## config.mk

```make
export PLATFORM = sky130hd
export DESIGN_NAME = piso_serializer_flat
export DESIGN_NICKNAME = d
export VERILOG_FILES = /design/src/rtl/piso_serializer_if.sv /design/src/rtl/piso_serializer.sv /design/src/flat_wrapper.sv
export SDC_FILE = /design/constraint.sdc
export NUM_CORES = 1
export LEC_CHECK = 0
export CORE_AREA = 5 5 42 44
export DETAILED_ROUTE_END_ITERATION = 10
export DIE_AREA = 0 0 47 49
export PLACE_DENSITY = 0.59
export SLEW_MARGIN = 10
export SYNTH_ARGS = -nofsm -noshare
export SYNTH_HDL_FRONTEND = slang
export SYNTH_SLANG_ARGS = --single-unit
```

## constraint.sdc

```tcl
create_clock -name clk -period 1.5 [get_ports clk]
set_input_delay 0.45 -clock clk [delete_from_list [all_inputs] [get_ports clk]]
set_output_delay 0.45 -clock clk [all_outputs]
set_load 0.01 [all_outputs]
```

## src/rtl/piso_serializer_if.sv

```systemverilog
// piso_serializer_if: word intake handshake plus serial bit stream of the PISO transmitter.
// The upstream/downstream side drives I, load and shift_en; the serializer drives the rest.
interface piso_serializer_if #(
    parameter int n = 4
);
    logic [n-1:0] I;
    logic         load;
    logic         ready;
    logic         shift_en;
    logic         SO;
    logic         so_valid;
    logic         so_last;
    logic         busy;

    modport master (
        output I, load, shift_en,
        input  ready, SO, so_valid, so_last, busy
    );

    modport slave (
        input  I, load, shift_en,
        output ready, SO, so_valid, so_last, busy
    );
endinterface

```

## src/rtl/piso_serializer.sv

```systemverilog
// piso_serializer: parallel-in serial-out transmitter. A word accepted on load && ready is
// shifted out one bit per enabled cycle, with so_valid/so_last markers. A new word can be
// taken on the same edge that consumes the last bit, so words stream without gaps.
module piso_serializer #(
    parameter int n         = 4,
    parameter bit LSB_FIRST = 1'b1
) (
    input  logic             clk,
    input  logic             reset_n,
    piso_serializer_if.slave bus
);
    localparam int            CW      = $clog2(n);
    localparam logic [CW-1:0] CNT_MAX = CW'(n - 1);

    typedef enum logic {
        IDLE  = 1'b0,
        SHIFT = 1'b1
    } state_t;

    state_t        state_q, state_d;
    logic [n-1:0]  sr_q, sr_d;
    logic [CW-1:0] cnt_q, cnt_d;   // bits remaining after the one on SO
    logic          last_bit;
    logic          ready;

    // Moves the next bit into the output position and zero-fills the vacated end.
    function automatic logic [n-1:0] advance(input logic [n-1:0] v);
        if (LSB_FIRST) return {1'b0, v[n-1:1]};
        return {v[n-2:0], 1'b0};
    endfunction

    assign last_bit = (state_q == SHIFT) && (cnt_q == '0);
    // A word can be taken while idle, or on the edge that consumes the final bit.
    assign ready    = (state_q == IDLE) || (last_bit && bus.shift_en);

    // Next-state logic: capture on handshake, shift on enable, hand off or retire on last bit.
    always_comb begin
        // NOTE: every signal gets its hold value first, so no path leaves one unassigned
        // and no latch can be inferred.
        state_d = state_q;
        sr_d    = sr_q;
        cnt_d   = cnt_q;
        case (state_q)
            IDLE: begin
                if (bus.load && ready) begin
                    sr_d    = bus.I;
                    cnt_d   = CNT_MAX;
                    state_d = SHIFT;
                end
            end
            SHIFT: begin
                if (bus.shift_en) begin
                    if (cnt_q != '0) begin
                        sr_d  = advance(sr_q);
                        cnt_d = cnt_q - CW'(1);
                    end else if (bus.load) begin
                        // Back-to-back hand-off: next word's first bit follows immediately.
                        sr_d  = bus.I;
                        cnt_d = CNT_MAX;
                    end else begin
                        sr_d    = '0;
                        state_d = IDLE;
                    end
                end
            end
            default: begin
                sr_d    = '0;
                cnt_d   = '0;
                state_d = IDLE;
            end
        endcase
    end

    // State register; reset discards any word in flight at once.
    always_ff @(posedge clk or negedge reset_n) begin
        if (!reset_n) begin
            state_q <= IDLE;
            sr_q    <= '0;
            cnt_q   <= '0;
        end else begin
            // NOTE: non-blocking assignments so every register samples pre-edge values.
            state_q <= state_d;
            sr_q    <= sr_d;
            cnt_q   <= cnt_d;
        end
    end

    assign bus.SO       = LSB_FIRST ? sr_q[0] : sr_q[n-1];
    assign bus.so_valid = (state_q == SHIFT);
    assign bus.busy     = (state_q == SHIFT);
    assign bus.so_last  = last_bit;
    assign bus.ready    = ready;
endmodule

```

## src/flat_wrapper.sv

```systemverilog
// flat-port wrapper written by rule: the top's interface ports become plain ports
module piso_serializer_flat 
#(
    parameter int n         = 4,
    parameter bit LSB_FIRST = 1'b1
)
  (clk, reset_n, bus_I, bus_load, bus_shift_en, bus_ready, bus_SO, bus_so_valid, bus_so_last, bus_busy);
  piso_serializer_if #(.n(n)) bus_i ();
  input  logic clk;
  input  logic reset_n;
  input wire logic [$bits(bus_i.I)-1:0] bus_I;
  input wire logic [$bits(bus_i.load)-1:0] bus_load;
  input wire logic [$bits(bus_i.shift_en)-1:0] bus_shift_en;
  output wire logic [$bits(bus_i.ready)-1:0] bus_ready;
  output wire logic [$bits(bus_i.SO)-1:0] bus_SO;
  output wire logic [$bits(bus_i.so_valid)-1:0] bus_so_valid;
  output wire logic [$bits(bus_i.so_last)-1:0] bus_so_last;
  output wire logic [$bits(bus_i.busy)-1:0] bus_busy;
  assign bus_i.I = bus_I;
  assign bus_i.load = bus_load;
  assign bus_i.shift_en = bus_shift_en;
  assign bus_ready = bus_i.ready;
  assign bus_SO = bus_i.SO;
  assign bus_so_valid = bus_i.so_valid;
  assign bus_so_last = bus_i.so_last;
  assign bus_busy = bus_i.busy;
  piso_serializer #(.n(n), .LSB_FIRST(LSB_FIRST)) u_core (.clk(clk), .reset_n(reset_n), .bus(bus_i));
endmodule
```

==> reports/metrics.csv <==
metric;value;unit
violated checks;setup timing;
post-synthesis to final-layout area growth;59.7;%
Worst Path Buf+Inv;2;
post-synth top area cell;dfrtp_1;
share of the yosys chip area belonging to registers;0.483;
capturing element of the worst setup path;bus_ready;
total power per unit cell area;1570;mW/mm^2
worst setup timing slack at the placement stage;-0.558;ns
commonest cells after routing, fill and taps aside;9 x buf_4, 7 x dfrtp_1, 6 x clkdlybuf4s50_1;
worst slew margin relative to its limit;0.784;
worst slew pin tran;0.323;ns
worst path arrival time;1.11;ns
net total in the final layout;72;
number of flops mapped to enable cells by yosys;0;
Required @ worst endpoint;1.05;ns
clock net sink count;7;
total gr overflow;0;
buffer type at the clock tree root;clkbuf_4;
Buffers on Ports;12;
area of the mapped netlist;363;sq um
endpoint of the most critical register-to-register path;u_core.sr_q[0];
global-route layer with the greatest usage;met2;
fin crit period;1.56;ns
ratio of cells with drive above 1 in the final layout;0.339;
Reg2Reg Depth;6;
Max VDD drop;0.000557;V
Startpoint Class;register;
post-synthesis cell count;38;
unrepaired setup endpoints after global routing;yes;
height of the chip;49;um
core area;0.00140;sq mm
remaining routing DRC violations;0;
cell with the biggest individual delay on the critical path;dfrtp_1;
number of endpoints with negative hold slack in the final report;0;
via count;371;
met1 layer usage reported by global route;0.105;
H-Tree Level Count;1;
worst setup slack after layout;-0.0575;ns
Die ar.;0.00230;sq mm
CP max FO;3;
status;finished with violations;
Placer Congestion;0.706;
global-route met2 utilization;0.118;
number of placement rows;14;
post-layout total power;911;uW
Worst-Skew Late Latency;0.25;ns
leakage power;0.000276;uW
largest buffer count on any clock path;2;
total routed wirelength;821;um
clock slew at the register clock pins of the worst setup and hold paths;0.05;ns
post-route clock skew;0.00424;ns
Max Fclk;642;MHz
number of filler cells placed in the layout;161;
Area contributors post-synth;dfrtp_1 48%, a22oi_1 6.2%, inv_1 5.2%;
met3 Resource Use GR;0.0258;
Syn Nets;47;
CTS tree;done;
Critical Path Source;u_core.cnt_q[0];
mean number of vias per cell;4.76;
antenna-violating nets left;0;
logic depth of the worst setup path including buffers;5;
Largest stage delay, worst path;0.37;ns
synthesized flop and latch total;7;
via count of the first global-routing pass;333;
startpoint of the most critical register-to-register path;u_core.cnt_q[0];
count of maximum capacitance violations;0;
most common cell after layout, fill and taps aside;buf_4;
Synth Area per Inst;9.55;sq um
number of pins exceeding their max-slew limit in the final report;0;
Total GRT Usage;0.0836;
most repeated library cell on the critical path;nand2_1;
first-pass GRT wire length;1380;um
primary flip-flop cell chosen by synthesis mapping;dfrtp_1;
Post-CTS Hold Fix Bufs;0;
effective utilization at floorplan;0.259;
first-pass iteration count of the detailed router;4;
library cells used by synthesis;19;
critical path's top delay family;flip-flops;
width of the chip;47;um
number of primary I/O pins;13;
count of endpoints failing setup in the final report;2;
area share of the leading cell type in the synthesized netlist;0.483;
antenna violations before repair;0;
Routed wire per std cell;10.5;um
asr flop ratio synth;1.00;
number of clock buffers inserted by TritonCTS;3;
largest net degree at the start of global routing;9;
count of antenna diodes in the layout;0;
cell-by-cell listing of the critical path;inv_1 > ha_2 > nand2_1 > nand2_1 > buf_2;
type of the worst setup path;register to output pin;
Yosys warning total;0;
worst min-delay path category;input port to asynchronous set/reset pin;
final clock period utilization by the worst path;1.04;
worst reg2reg setup slack;0.16;ns
Worst Setup End Kind;output pin;
iteration-0 DRC count of the detailed router;14;
## cell families after synthesis
| group | count (synthesis) | synth area share |
|---|---|---|
| mux | 1 | 0.0310 |
| buf+inv | 6 | 0.0724 |
| fa+ha+maj | 1 | 0.0345 |
| flops | 7 | 0.483 |
| compound gates | 12 | 0.231 |
| simple gates | 11 | 0.148 |
## per-layer routing
layer / vias up / part of all wire
met2: 16 / 0.48
met3: 2 / 0.11
met5: - / 0
met1: 172 / 0.40
met4: 0 / 0.013
li1: 181 / -
## sequential cells by signal (all words and copies together), names as in the netlist
| name | flops |
|---|---|
| u_core.sr_q | 4 |
| u_core.cnt_q | 2 |
| u_core.bus.busy | 1 |
## cells in the mapped netlist, drive strengths merged, types with 2 or more instances
| cell type | n |
|---|---|
| a21oi | 3 |
| a22oi | 3 |
| dfrtp | 7 |
| inv | 5 |
| nand2 | 3 |
| nor2 | 3 |
| nor3 | 2 |
## area by class of cell
cell class / instances / area [sq um] / area share
inverters: 5 / 18.8 / 0.0324
multi-input cells: 25 / 164 / 0.283
clock buffers: 4 / 26.3 / 0.0454
flip-flops and latches: 7 / 175 / 0.302
repair buffers: 21 / 175 / 0.302
well taps: 16 / 20.0 / 0.0346
## timing repair
item	in CTS	in global routing
pin swaps	2	0
buffers inserted	1	0
resized for setup	16	1
endpoints found under the hold margin	0	0
setup endpoints to repair	5	3
## worst min path at each step
stage | from | to | cells after the start
floorplan | reset_n | u_core.bus.busy | 0
detailed placement | u_core.sr_q[0] | u_core.sr_q[0] | 2
global route | reset_n | u_core.sr_q[2] | 1
CTS | reset_n | u_core.sr_q[2] | 1
global placement | u_core.sr_q[0] | u_core.sr_q[0] | 2
finish | reset_n | u_core.sr_q[2] | 1
## report_power, final
group	internal, uW	switching (uW)	leakage [uW]
Sequential	262	36.6	0.0000801
Clock	102	72.9	0.0000150
Combinational	241	196	0.000181
Total	605	306	0.000276
## stage by stage
stage | TNS, ns | instances | cell area, sq um | hold slack [ns] | util
floorplan | 0 | 38 | 363 | 0.154 | -
global placement | -1.43 | 73 | 556 | 0.518 | 0.396
detailed placement | -1.47 | 73 | 556 | 0.524 | 0.396
CTS | -0.136 | 78 | 584 | 0.468 | 0.417
global route | -0.249 | 78 | 579 | 0.473 | 0.413
finish | -0.107 | 78 | 579 | 0.455 | 0.413
No activity file was read; power rests on OpenSTA's default activity.
